`config.mk`:
```
export PLATFORM = sky130hd
export DESIGN_NAME = fir_unfolded_ctrl
export DESIGN_NICKNAME = d
export VERILOG_FILES = /design/src/rtl/fir_unfolded_ctrl.sv
export SDC_FILE = /design/constraint.sdc
export NUM_CORES = 1
export LEC_CHECK = 0
export ABC_AREA = 1
export CORE_ASPECT_RATIO = 2
export CORE_MARGIN = 2
export CORE_UTILIZATION = 55
export CTS_CLUSTER_DIAMETER = 50
export DETAILED_ROUTE_END_ITERATION = 10
export GPL_TIMING_DRIVEN = 0
export PLACE_DENSITY = 0.84
export SYNTH_ARGS = -nofsm -noshare
export SYNTH_HDL_FRONTEND = slang
export SYNTH_SLANG_ARGS = --single-unit
```
`constraint.sdc`:
```
create_clock -name CLK -period 4.8 [get_ports CLK]
set_clock_uncertainty 0.2 [all_clocks]
set_input_delay 0.96 -clock CLK [delete_from_list [all_inputs] [get_ports CLK]]
set_output_delay 0.96 -clock CLK [all_outputs]
set_load 0.05 [all_outputs]
```
`src/rtl/fir_unfolded_ctrl.sv`:
```
// fir_unfolded_ctrl: coefficient bank, serial<->3-lane packing and run/drain sequencing
// for a 3-parallel unfolded 9-tap FIR.
module fir_unfolded_ctrl #(
    parameter int NB = 11,
    parameter int NT = 9,
    parameter int OBUF_DEPTH = 2,
    parameter int OUTST_W = 4
) (
    input  logic          CLK,
    input  logic          RST,
    input  logic          COEF_WE,
    input  logic [3:0]    COEF_ADDR,
    input  logic [NB-1:0] COEF_DATA,
    input  logic          START,
    input  logic          STOP,
    input  logic [NB-1:0] DIN,
    input  logic          VIN,
    output logic [NB-1:0] DINK0,
    output logic [NB-1:0] DINK1,
    output logic [NB-1:0] DINK2,
    output logic          VOUT_K,
    output logic [NB-1:0] H0,
    output logic [NB-1:0] H1,
    output logic [NB-1:0] H2,
    output logic [NB-1:0] H3,
    output logic [NB-1:0] H4,
    output logic [NB-1:0] H5,
    output logic [NB-1:0] H6,
    output logic [NB-1:0] H7,
    output logic [NB-1:0] H8,
    input  logic [NB-1:0] DOUTK0,
    input  logic [NB-1:0] DOUTK1,
    input  logic [NB-1:0] DOUTK2,
    input  logic          VIN_K,
    output logic [NB-1:0] DOUT,
    output logic          VOUT,
    output logic          COEF_OK,
    output logic          BUSY,
    output logic          ERR
);
    localparam logic [1:0] IDLE = 2'd0, RUN = 2'd1, DRAIN = 2'd2;
    localparam int PW = OBUF_DEPTH > 1 ? $clog2(OBUF_DEPTH) : 1;
    localparam int CW = $clog2(OBUF_DEPTH + 1);
    localparam logic [PW-1:0] LAST = PW'(OBUF_DEPTH - 1);
    localparam logic [CW-1:0] FULL = CW'(OBUF_DEPTH);

    logic [1:0]         state, cnt, ln, pad;
    logic               one;
    logic [NB-1:0]      h [NT];
    logic [NT-1:0]      mask;
    logic [NB-1:0]      l0, l1, lane;
    logic [OUTST_W-1:0] outst;
    logic [3*NB-1:0]    bd [OBUF_DEPTH];
    logic [1:0]         bn [OBUF_DEPTH];
    logic [PW-1:0]      rd, wr;
    logic [CW-1:0]      count;
    logic               acc_k, emit, last, pop, push, trunc, done;

    assign {H0, H1, H2, H3, H4, H5, H6, H7, H8} = {h[0], h[1], h[2], h[3], h[4], h[5], h[6], h[7], h[8]};
    assign COEF_OK = &mask;
    assign BUSY = state != IDLE;
    assign acc_k = VIN_K && outst != '0;
    assign emit = count != '0;
    assign last = ln == bn[rd] - 2'd1;
    assign pop = emit && last;
    assign push = acc_k && (count != FULL || pop);
    // Once drain has issued the padded block, it is the one that brings outstanding to zero.
    assign trunc = state == DRAIN && pad != '0 && outst == OUTST_W'(1) && !VOUT_K;
    assign done = cnt == '0 && outst == '0 && count == '0 && !VOUT_K;
    assign lane = ln == 2'd0 ? bd[rd][3*NB-1 -: NB] : ln == 2'd1 ? bd[rd][2*NB-1 -: NB] : bd[rd][NB-1:0];

    always_ff @(posedge CLK) begin
        if (push) begin
            bd[wr] <= {DOUTK0, DOUTK1, DOUTK2};
            bn[wr] <= trunc ? 2'd3 - pad : 2'd3;
        end
    end

    always_ff @(posedge CLK) begin
        if (RST) begin
            state  <= IDLE;
            cnt    <= '0;
            ln     <= '0;
            pad    <= '0;
            one    <= 1'b0;
            mask   <= '0;
            l0     <= '0;
            l1     <= '0;
            outst  <= '0;
            rd     <= '0;
            wr     <= '0;
            count  <= '0;
            DINK0  <= '0;
            DINK1  <= '0;
            DINK2  <= '0;
            VOUT_K <= 1'b0;
            DOUT   <= '0;
            VOUT   <= 1'b0;
            ERR    <= 1'b0;
            for (int i = 0; i < NT; i++) h[i] <= '0;
        end else begin
            VOUT_K <= 1'b0;
            VOUT   <= emit;
            if (state == IDLE) begin
                if (COEF_WE && COEF_ADDR < 4'(NT)) begin
                    h[COEF_ADDR]    <= COEF_DATA;
                    mask[COEF_ADDR] <= 1'b1;
                end
                if (START && COEF_OK) begin
                    state <= RUN;
                    cnt   <= '0;
                    pad   <= '0;
                    one   <= 1'b0;
                end
            end else if (state == RUN) begin
                if (VIN) begin
                    cnt <= cnt == 2'd2 ? 2'd0 : cnt + 2'd1;
                    if (cnt == 2'd0) l0 <= DIN;
                    if (cnt == 2'd1) l1 <= DIN;
                    if (cnt == 2'd2) begin
                        {DINK0, DINK1, DINK2} <= {l0, l1, DIN};
                        VOUT_K <= 1'b1;
                    end
                end
                if (STOP) state <= DRAIN;
            end else if (cnt == 2'd1) begin
                l1  <= '0;
                cnt <= 2'd2;
                one <= 1'b1;
            end else if (cnt == 2'd2) begin
                {DINK0, DINK1, DINK2} <= {l0, l1, {NB{1'b0}}};
                VOUT_K <= 1'b1;
                cnt    <= '0;
                pad    <= one ? 2'd2 : 2'd1;
            end else if (done) begin
                state <= IDLE;
            end
            outst <= outst + OUTST_W'(VOUT_K) - OUTST_W'(acc_k);
            if (push) wr <= wr == LAST ? '0 : wr + 1'b1;
            if (acc_k && !push) ERR <= 1'b1;
            if (emit) begin
                DOUT <= lane;
                ln   <= last ? 2'd0 : ln + 2'd1;
            end
            if (pop) rd <= rd == LAST ? '0 : rd + 1'b1;
            count <= count + CW'(push) - CW'(pop);
        end
    end
endmodule

```
==> impl_results.md <==
- DR vias: 7523
- First-pass detailed-route iteration total: 7
- Post-cts hold buffer count: 0
- Rows: between 60 and 70
- Number of global-route vias before repair: 7432
- CP required: roughly 3.6 ns
- DP Cell Count: 1343
- Clk_lat worst skew: 0.51 ns
- Mux cell area share after synthesis: 0%
- Final instance area: 13200 sq um
- Global-route usage over all layers: between 20% and 30%
- Post-synth EDFFs: ~170
- First-pass GRT wire length: 38500 um
- I/O Buffers: 212
- Vias/cell: between 5 and 6
- Layout area overhead: 32.2%
- Count of different cell masters after synthesis: 30
- Non-Filler Instances: 1384
- Max-Cap Viols: 0
- Maximum VDD drop: 0.432 mV
- Post-DP HPWL: 18600 um
- Layout cells sized above 1: 6.40%
- CTS Sinks: 265
- CP arrival: 2.11 ns
- Cells resized by post-CTS repair: 0
- Ys flop type: edfxtp_1
- Initial antenna violation count: 0
- DIE AREA: 19300 sq um
- Kind of critical path: reg -> out
- Period utilization: 68.1%
- CTS buffer count: 22
- RSZ-0062 raised after global routing: no
- ANT cells: 0
- Startpoint Class: register
- DRT antenna net count: 0
- XOR/XNOR Fraction of Synth Area: 0.176%
- CP Capture Type: output port
- CTS Buffer Depth: 3
- Slew Viols, Final: 0
- Max Fclk: between 300 and 400 MHz
- CTS tree: yes
- Hold Crit Class: reg -> reg
- Asr flop ratio synth: 0%
- Relative max-transition margin: 53.6%
- H-tree levels: 1
- Final #Nets: between 1000 and 1500
- Cell Pwr Density: 464 nW/um^2
- Leakage: 4.99 nW
- Worst Max-Slew Pin Slew: 0.692 ns
- Compound-Gate Fraction of Synth Area: 8.80%
- Final setup TNS: 0 ns
- Die X: 99.2 um
- Register area share after synthesis: 70.1%
- Drt total wl: 25600 um
- WHS: 0.246 ns
- First DRT Iteration DRCs: 363
- # Post-CTS Setup Buffers: 0
- Setup violations, final: 0
- Post-Synth Simple-Gate Area: 14.5%
- Gate Count Post-Synth: just over 900
- Fillers: 1167
- DP Area: about 12000 sq um
- Combinational family with the most area after synthesis: simple AND/OR/NAND/NOR gates
- Overflow after GRT: 0
- Gp weighted congestion: 0.927
- Post-route minimum period: around 3.3 ns
- Register area: 7000 sq um
- Die Ht: 194 um
- Clock Pin Slew Worst Setup and Hold Paths: 0.07 ns
- Synth Register Bits: 265
- CTS Root Cell: clkbuf_16
- Most frequent cells in the layout: clkdlybuf4s50_1, edfxtp_1, nor2_1, nand2_1, dfxtp_1
- Drt wl/cell: 18.5 um
- Commonest non-fill, non-tap cell in the layout: clkdlybuf4s50_1
- Top Ports: 214
- Largest net degree at the start of global routing: 36
- Post-synthesis adder-cell area fraction: 1.71%
- Core ar.: ~18000 sq um
- DRC viols: 0
- Initial Util: between 50% and 60%
- Syn avg cell area: 10.9 sq um
- Multi-input logic area: 2520 sq um
- Mapped Nets: between 900 and 1000
- Status: finished clean
- Synth Cell Area: 9980 sq um
- Final Hold Vio Count: 0
- Syn. warnings: 0
- Max FO, Critical Path: 2
[per-stage QoR]
stage	worst slack [ns]	util, %	power [mW]
after detailed placement	1.26	69.7	4.27
after floorplan	1.48	-	3.74
after global routing	1.42	74.1	6.36
final	1.53	74.1	6.12
after global placement	0.174	69.5	4.19
after CTS	1.47	74.0	6.11
[cell type report]
type / instances / area share [%]
clock inverter: 12 / 0.769
multi-input combinational: 534 / 19.1
inverter: 76 / 2.16
tap: 213 / 2.02
sequential: 265 / 53.1
timing repair buffer: 214 / 16.5
clock buffer: 28 / 4.98
buffer: 42 / 1.39
[sequential cells by signal, summed over array words and instances (netlist names), 11 cells and up, named ones only]
| name | flops |
|---|---|
| bd | 66 |
| DOUT | 11 |
| l1 | 11 |
| l0 | 11 |
| h | 99 |
| DINK1 | 11 |
| DINK2 | 11 |
| DINK0 | 11 |
[metal layers]
metal	wire length (um)	vias to the layer above	global-route usage, %
met2	14400	367	50.5
met5	0	-	0
li1	-	3555	-
met3	1610	66	3.20
met1	8370	3535	25.9
met4	1240	0	12.3
[path summary, 6_finish.rpt]
kind,end,cells past startpoint,startpoint,slack [ns]
setup / recovery,COEF_OK,5,mask[2],1.53
hold / removal,DINK0[10],2,l0[10],0.25
setup reg to reg,bd[1][0],11,register,1.85
hold reg to reg,DINK0[10],2,l0[10],0.25
[logic make-up after synthesis]
| kind of cell | count (synthesis) |
|---|---|
| simple gates | 348 |
| fa+ha+maj | 13 |
| compound gates | 171 |
| flops | 265 |
| xor+xnor | 2 |
| buf+inv | 118 |
[critical path, cell delays in order (launching register included)]
cell and delay, ns:
dfxtp_1 0.33, nand2_1 0.05, nor2_1 0.18, nand2_1 0.07, nor2_1 0.12, clkdlybuf4s50_1 0.85
[Yosys cell counts, types with 2 or more instances]
master    number  area (sq um)
a21oi_1       72           360
buf_1          2          7.51
buf_2         14          70.1
buf_4          2          15.0
clkbuf_1      24          90.1
clkinv_1      12          45.0
dfxtp_1       96          1920
edfxtp_1     169          5070
ha_1          12           150
inv_1         63           236
nand2_1      134           503
nand2_2        8          50.1
nand3_1       27           135
nand4_1        5          31.3
nor2_1       163           612
nor2_4         2          22.5
nor3_1         3          15.0
nor3_4         2          32.5
o211ai_1       2          15.0
o21ai_0       85           425
o22ai_1       11          68.8
[power by group]
group,switching [mW],internal [mW],leakage (nW)
logic,1.00,0.456,2.18
clock network,0.823,1.04,0.385
registers,0.100,2.70,2.43
Power figures use the tool's default switching activity.
